==> config.mk <==
export PLATFORM = sky130hd
export DESIGN_NAME = nzcv_status_unit
export DESIGN_NICKNAME = d
export VERILOG_FILES = /design/src/rtl/nzcv_status_unit.sv
export SDC_FILE = /design/constraint.sdc
export NUM_CORES = 1
export LEC_CHECK = 0
export ABC_AREA = 1
export CAP_MARGIN = 0
export CORE_MARGIN = 10
export CORE_UTILIZATION = 48
export CTS_CLUSTER_DIAMETER = 150
export CTS_CLUSTER_SIZE = 24
export DETAILED_ROUTE_END_ITERATION = 6
export PLACE_DENSITY = 0.78
export SYNTH_ARGS = -nofsm -noshare
export SYNTH_HDL_FRONTEND = slang
export SYNTH_SLANG_ARGS = --single-unit
==> constraint.sdc <==
create_clock -name clk -period 1.7 [get_ports clk]
set_clock_uncertainty 0.15 [all_clocks]
set_input_delay 0.34 -clock clk [delete_from_list [all_inputs] [get_ports clk]]
set_output_delay 0.34 -clock clk [all_outputs]
set_load 0.05 [all_outputs]
==> src/rtl/nzcv_status_unit.sv <==
`default_nettype none
// ============================================================================
// Module      : nzcv_status_unit
// Description : Architectural NZCV flag holder for the condition-check stage.
//               Flag-setting EX results and direct (MSR-style) writes enter a
//               one-deep pending stage that drains into the committed flags
//               on the next edge. nzcv_fwd bypasses the pending stage so the
//               condition check always sees the newest flags. A bounded LIFO
//               saves flags on exception entry and restores them on return.
// Ports       :
//   clk, rst_n            clock (rising edge), asynchronous active-low reset
//   stall, flush          block capture / kill the update currently in EX
//   upd_valid, upd_nzcv   ALU flag update {N,Z,C,V}
//   cond_pass             EX condition passed; gates upd_valid and msr_valid
//   msr_valid, msr_nzcv   direct flag write (wins over upd_valid)
//   save_req, restore_req push current flags / pop into committed flags
//   nzcv                  committed flags (registered)
//   nzcv_fwd              bypassed flags for the condition check
//   pend_valid            pending stage holds an uncommitted update
//   save_depth            occupied stack entries
//   stack_err             sticky overflow / underflow / conflict flag
// Revision    : 1.0 - initial release
// ============================================================================
module nzcv_status_unit #(
    parameter int SAVE_DEPTH = 2,
    parameter int DEPTH_W    = 2
) (
    input  logic               clk,
    input  logic               rst_n,
    input  logic               stall,
    input  logic               flush,
    input  logic               upd_valid,
    input  logic [3:0]         upd_nzcv,
    input  logic               cond_pass,
    input  logic               msr_valid,
    input  logic [3:0]         msr_nzcv,
    input  logic               save_req,
    input  logic               restore_req,
    output logic [3:0]         nzcv,
    output logic [3:0]         nzcv_fwd,
    output logic               pend_valid,
    output logic [DEPTH_W-1:0] save_depth,
    output logic               stack_err
);

    localparam logic [1:0]         c_st_empty   = 2'd0;
    localparam logic [1:0]         c_st_partial = 2'd1;
    localparam logic [1:0]         c_st_full    = 2'd2;
    localparam logic [DEPTH_W-1:0] c_full_depth = DEPTH_W'(SAVE_DEPTH);
    localparam logic [DEPTH_W-1:0] c_one        = DEPTH_W'(1);

    logic [3:0]         r_nzcv;
    logic               r_pend_valid;
    logic [3:0]         r_pend_data;
    logic [1:0]         r_state;
    logic [DEPTH_W-1:0] r_depth;
    logic               r_err;
    logic [3:0]         r_stack [SAVE_DEPTH];

    logic [1:0]         w_state_next;
    logic [DEPTH_W-1:0] w_depth_next;
    logic               w_cap;
    logic [3:0]         w_cap_data;
    logic [3:0]         w_fwd;
    logic               w_push;
    logic               w_pop;
    logic               w_err;
    logic [3:0]         w_top;

    assign w_cap      = ~stall & ~flush & cond_pass & (upd_valid | msr_valid);
    assign w_cap_data = msr_valid ? msr_nzcv : upd_nzcv;
    assign w_fwd      = r_pend_valid ? r_pend_data : r_nzcv;

    // Simultaneous save and restore is treated as a conflict: neither acts.
    assign w_push = save_req & ~restore_req & (r_state != c_st_full);
    assign w_pop  = restore_req & ~save_req & (r_state != c_st_empty);
    assign w_err  = (save_req & restore_req)
                  | (save_req & ~restore_req & (r_state == c_st_full))
                  | (restore_req & ~save_req & (r_state == c_st_empty));

    // Top-of-stack is the entry just below the current depth.
    always_comb begin
        w_top = 4'd0;
        for (int i = 0; i < SAVE_DEPTH; i++) begin
            if (r_depth == DEPTH_W'(i + 1)) begin
                w_top = r_stack[i];
            end
        end
    end

    // Depth FSM: next state and next depth.
    always_comb begin
        w_state_next = r_state;
        w_depth_next = r_depth;
        if (w_push) begin
            w_depth_next = r_depth + c_one;
        end else if (w_pop) begin
            w_depth_next = r_depth - c_one;
        end
        case (r_state)
            c_st_empty: begin
                if (w_push) begin
                    w_state_next = (c_full_depth == c_one) ? c_st_full : c_st_partial;
                end
            end
            c_st_partial: begin
                if (w_push && (r_depth + c_one == c_full_depth)) begin
                    w_state_next = c_st_full;
                end else if (w_pop && (r_depth == c_one)) begin
                    w_state_next = c_st_empty;
                end
            end
            c_st_full: begin
                if (w_pop) begin
                    w_state_next = (c_full_depth == c_one) ? c_st_empty : c_st_partial;
                end
            end
            default: begin
                w_state_next = c_st_empty;
                w_depth_next = '0;
            end
        endcase
    end

    always_ff @(posedge clk or negedge rst_n) begin
        if (!rst_n) begin
            r_state <= c_st_empty;
            r_depth <= '0;
            r_err   <= 1'b0;
        end else begin
            r_state <= w_state_next;
            r_depth <= w_depth_next;
            if (w_err) begin
                r_err <= 1'b1;
            end
        end
    end

    always_ff @(posedge clk or negedge rst_n) begin
        if (!rst_n) begin
            for (int i = 0; i < SAVE_DEPTH; i++) begin
                r_stack[i] <= 4'd0;
            end
        end else if (w_push) begin
            // The pushed value is the bypassed flags, so an update still in
            // the pending stage is saved rather than the stale committed copy.
            for (int i = 0; i < SAVE_DEPTH; i++) begin
                if (r_depth == DEPTH_W'(i)) begin
                    r_stack[i] <= w_fwd;
                end
            end
        end
    end

    // Pending stage and committed flags. A pop overrides everything: it wins
    // the committed register and discards both the pending entry and any
    // capture in the same cycle. A pending entry otherwise always commits,
    // stall and flush only gate new captures.
    always_ff @(posedge clk or negedge rst_n) begin
        if (!rst_n) begin
            r_nzcv       <= 4'd0;
            r_pend_valid <= 1'b0;
            r_pend_data  <= 4'd0;
        end else begin
            if (w_pop) begin
                r_nzcv       <= w_top;
                r_pend_valid <= 1'b0;
            end else begin
                if (r_pend_valid) begin
                    r_nzcv <= r_pend_data;
                end
                r_pend_valid <= w_cap;
                if (w_cap) begin
                    r_pend_data <= w_cap_data;
                end
            end
        end
    end

    assign nzcv       = r_nzcv;
    assign nzcv_fwd   = w_fwd;
    assign pend_valid = r_pend_valid;
    assign save_depth = r_depth;
    assign stack_err  = r_err;

endmodule
`default_nettype wire

==> summary.txt <==
Crit path time final: 1.68 ns
# rows: 17
Vias post-DR: 1110
I/O pin total: 29
Pwr Total: 2.64 mW
Die span in x: 68.8 µm
Peak VDD IR: 1000 µV
Routed vias/inst: 5.19
Final setup viols: 0
Non-filler cells, final: 214
CP required: 1.21 ns
WHS: 0.218 ns
# Max-Cap Violations: 0
RSZ-0062 raised after global routing: yes
Mapped Nets: 163
Post-Syn Instances: 143
DR DRC count: 0
TritonCTS Sinks: 22
Worst skew pair latency: 0.30 ns
Type of origin of the critical path: flip-flop
GRT Total Usage: 0.136
Final Hold Viols: 0
Post-route cell area: 1740 µm²
H-tree levels: 1
Crit. End Element: output pin
Seq cells post-synth: 22
DRT Pass-1 Iters: 4
Min-delay worst type: input port to async pin
Dpl cells: 201
Clk Tree Root Cell: clkbuf_4
Core area: 2230 µm²
ANT nets after route: 0
Placed inst area: 1590 µm²
Yosys warnings: 0
Area grow syn2layout: 52.0%
Post-detail-place hpwl: 2390 µm
CP Max Fanout: 4
N_diodes: 0
Total wire length: 3310 µm
Initial Util: 0.513
CP arrival: 1.19 ns
Fin crit share: 0.990
Setup TNS: 0 ns
PortBufs: 28
Maximum clock path buffer count: 2
Yosys cell types: 19
Leakage: 0.860 nW
Power Density: 1520 nW/µm²
Grt total ovfl: 0
Fraction of layout cells with a size suffix above 1: 0.280
Peak Freq: 594 MHz
Cell Area, Synth: 1140 µm²
Die ar.: 4740 µm²
DRT iter0 DRCs: 88
WS Path Type: flip-flop to output pin
Pre-CTS WS: -0.127 ns
Worst-margin pin slew: 0.292 ns
Top cell type's share of synthesized area: 0.481
Slew HR: 0.804
Layout net count: 207
Slew Viols, Final: 0
Fin util: 0.779
DR WL/cell: 15.4 µm
CTS tree: done
Syn_area_per_cell: 8.01 µm²
Largest net degree at the start of global routing: 23
GPL Wtd Cong: 0.862
Die height: 68.8 µm
Setup ws final: 0.0176 ns
Initial antenna violation count: 0
Vias in the first global route: 1095
Register area share after synthesis: 0.481
Worst-path clk slew: 0.12 ns
Top area cells in the synthesized netlist: dfrtp_1 48%, nand2_1 17%, inv_1 4.3%
Area leader, netlist: dfrtp_1
Result of the run: finished clean
Wire length of the first global-routing pass: 4930 µm
CTS buffer count: 3
-- path summary, 6_finish.rpt --
check	from	to	slack [ns]	cells past startpoint
worst max-delay path	pend_valid	nzcv_fwd[1]	0.02	4
worst min-delay path	rst_n	r_stack[2]	0.22	2
worst max register to register	save_depth[0]	nzcv[1]	0.13	7
worst min register to register	r_stack[2]	r_stack[2]	0.35	2
max in group asynchronous	rst_n	pend_valid	0.95	2
min in group clk	r_stack[2]	r_stack[2]	0.35	2
-- Yosys cell counts, drive strengths merged --
master   n
nand2   57
dfrtp   22
inv     17
nor2    13
o21ai   11
nand3    8
a21oi    4
mux2     4
ha       3
nand4    2
buf      1
o31ai    1
-- layout by cell type, fill, tap and decap left out, drive strengths merged, types with 4 or more instances in the layout --
cell type       n
a21oi           4
nand2          57
clkbuf          4
inv            17
mux2            4
clkdlybuf4s50  16
o21ai          11
nand3           8
buf            24
nor2           13
dfrtp          22
-- sequential cells by signal (all words and copies together), names as in the netlist --
register / cells
r_stack: 8
nzcv: 4
r_pend_data: 4
r_state: 2
save_depth: 2
pend_valid: 1
stack_err: 1
-- layout make-up --
class                   count  area, µm²
clock buffers               4       26.3
fillers                   155        493
inverters                  17       63.8
multi-input cells         103        566
flip-flops and latches     22        552
well taps                  28       35.0
repair buffers             40        498
-- report_power, final --
part           switching, mW  internal (mW)
sequential             0.166          0.704
clock                  0.150         0.0914
combinational          0.858          0.673
-- routing by layer --
layer	global-route usage	part of all wire
met1	0.148	0.36
met2	0.251	0.55
met3	0.0354	0.071
met4	0.0443	0.022
met5	0	0
-- what timing repair did --
| item | CTS | global route |
|---|---|---|
| setup buffers | 3 | 6 |
| pin swaps | 1 | 4 |
| hold buffers | 0 | 0 |
| endpoints found under the setup margin | 4 | 6 |
| gates resized for setup | 4 | 11 |
| cloned | 0 | 0 |
| hold endpoints to repair | 0 | 0 |
-- critical path, cell delays in order, from the launching register on --
cell and delay (ns):
dfrtp_2 0.46, inv_2 0.09, nand2_1 0.09, nand2_4 0.11, buf_12 0.14
-- logic make-up after synthesis --
family	count (synthesis)	share of synthesized area
compound gates	16	0.0721
mux	4	0.0393
flops	22	0.481
fa+ha+maj	3	0.0328
simple gates	80	0.309
buf+inv	18	0.0656
(Power assumes the default switching activity.)
==> edit, RTL diff (same flow settings) <==
Change the parameter `SAVE_DEPTH` from 2 to 4.
--- a/src/rtl/nzcv_status_unit.sv
+++ b/src/rtl/nzcv_status_unit.sv
@@ -22,7 +22,7 @@
 // Revision    : 1.0 - initial release
 // ============================================================================
 module nzcv_status_unit #(
-    parameter int SAVE_DEPTH = 2,
+    parameter int SAVE_DEPTH = 4,
     parameter int DEPTH_W    = 2
 ) (
     input  logic               clk,
Formal check against the unedited RTL: not equivalent (a bounded check fails within 4 cycles, from zero or initial values and one cycle with rst_n low).
==> edit against the unedited design <==
- largest power group unchanged
- design area rose by 28%
- power is 45% higher
- final cell count up 29%
- synthesized cell count is 32% higher
- wire length rose by 19%
- first-iteration DRC count shrank 16%
- setup slack worse by 0.12 ns
- global-route usage decreased by 0.31 points
- critical path type unchanged
- sequential cell count is 8 higher
- combinational power up 42%
- the run now ends with negative setup slack left
- area after synthesis rose by 39%
==> edit: results (changes against the unedited design) <==
Status - complete, but fails checks
Failing checks - negative setup slack
Wire length per cell - 14.2 um (-7.9%)
Final #Nets - 255 (+23%)
Seq/Total Area, Yosys - 0.471 (-0.00992)
Fillers - 235 (+52%)
Combinational fraction of design power - 0.566 (-0.013)
Cell variety after synth - 26 (+7)
GRT Util Overall - 0.133 (-0.00306)
Synth top area cells - dfrtp_1 47%, nand2_1 14%, inv_1 4.2%
Root Driver - clkbuf_4
Vias post-DR - 1,421 (+28%)
Syn Nets - 211 (+29%)
CP arrival - 1.31 ns (+0.12 ns)
Least-Margin Pin Slew - 0.383 ns (+0.0908 ns)
Worst setup margin - -0.104 ns (-0.122 ns)
CTS Hold Buffers Added - 0 (unchanged)
Inserted Clock Buffers - 5 (+2)
VDD IR max - 1.11 mV (+10%)
Setup crit start - pend_valid
First-pass GRT wire length - 6570 um (+33%)
Clock transition at path regs - 0.09 ns (-0.03 ns)
Max FFs per register - 16 (+8)
DR iter-0 viols - 74 (-16%)
GR Util met3 - 0.0438 (+0.00835)
Layout cells sized above 1 - 0.275 (-0.00489)
Most flop-heavy register - r_stack
Reg2reg setup slack - 0.16 ns (+0.03 ns)
Post-DP HPWL - 2910 um (+22%)
Met1 GRT Util - 0.157 (+0.00925)
Comb power - 0.00217 W (+42%)
H-tree levels - 2 (+1)
Hold slack - 0.238 ns (+0.0206 ns)
Endpoints failing setup - 5 (+5)
P_leak - 1.10 nW (+27%)
Seq group - 0.00123 W (+41%)
Power Internal - 0.00215 W (+47%)
GPL Wtd Cong - 0.852 (-1.2%)
Crit path max fanout - 5 (+1)
Yosys warning count - 0 (unchanged)
M2 GR Usage - 0.220 (-0.0314)
Largest net degree at the start of global routing - 31 (+35%)
Synth top cells by count - 60 x nand2_1, 30 x dfrtp_1, 18 x inv_1, 10 x nand3_1, 10 x o21ai_1
Setup TNS - -0.387 ns (-0.387 ns)
Depth of the most critical reg-to-reg path - 9 (+2)
Max incr delay on CP - 0.48 ns (+0.02 ns)
Worst-Skew Late Latency - 0.33 ns (+0.03 ns)
edit: cell count changes in the layout (fill, tap and decap cells not counted), sizes merged, moves of 3 or more:
cell    before  now
o21ai       11   22
nand2       57   68
dfrtp       22   30
mux2i        0    4
clkbuf       4    7
inv         17   20
edit: area by class of cell:
class,count,area share
sequential,30,0.338
multi-input combinational,136,0.355
timing repair buffer,40,0.223
clock buffer,7,0.0246
inverter,20,0.0347
tap,44,0.0246
edit: per-layer routing:
layer,up-vias,part of all wire,wire length (um)
li1,692,-,-
met3,3,0.063,248
met2,55,0.50,1960
met5,-,0,0
met4,0,0.010,41
met1,671,0.43,1690
edit: kinds of logic after synthesis:
kind of cell | after synthesis | share of synthesized area
AO/OA/AOI/OAI | 31 | 0.113
multiplexers | 7 | 0.0463
adder cells (fa/ha/maj) | 5 | 0.0392
AND/OR/NAND/NOR | 92 | 0.264
buffers and inverters | 23 | 0.0612
flip-flops | 30 | 0.471
XOR/XNOR | 1 | 0.00550
edit: metrics by stage:
step | setup slack, ns | instances | cell area (sq um) | utilization
floorplan | -0.0467 | 189 | 1600 | -
global placement | -0.0672 | 266 | 2100 | 0.670
detailed placement | -0.140 | 266 | 2100 | 0.670
CTS | -0.114 | 277 | 2220 | 0.708
global route | -0.142 | 277 | 2230 | 0.714
finish | -0.104 | 277 | 2230 | 0.714
edit: repair_timing:
item / in CTS / in global routing
buffers inserted: 4 / 0
resized for setup: 8 / 5
gates cloned: 0 / 0
pin swaps: 1 / 0
setup endpoints to repair: 4 / 15
edit: how the worst max path moves through the flow:
stage                   to  cells after the start
2_1_floorplan  nzcv_fwd[0]                      2
3_5_place_dp    r_stack[1]                      6
5_1_grt        nzcv_fwd[3]                      2
6_report       nzcv_fwd[1]                      2
4_1_cts        nzcv_fwd[3]                      2
3_3_place_gp    r_stack[1]                      6
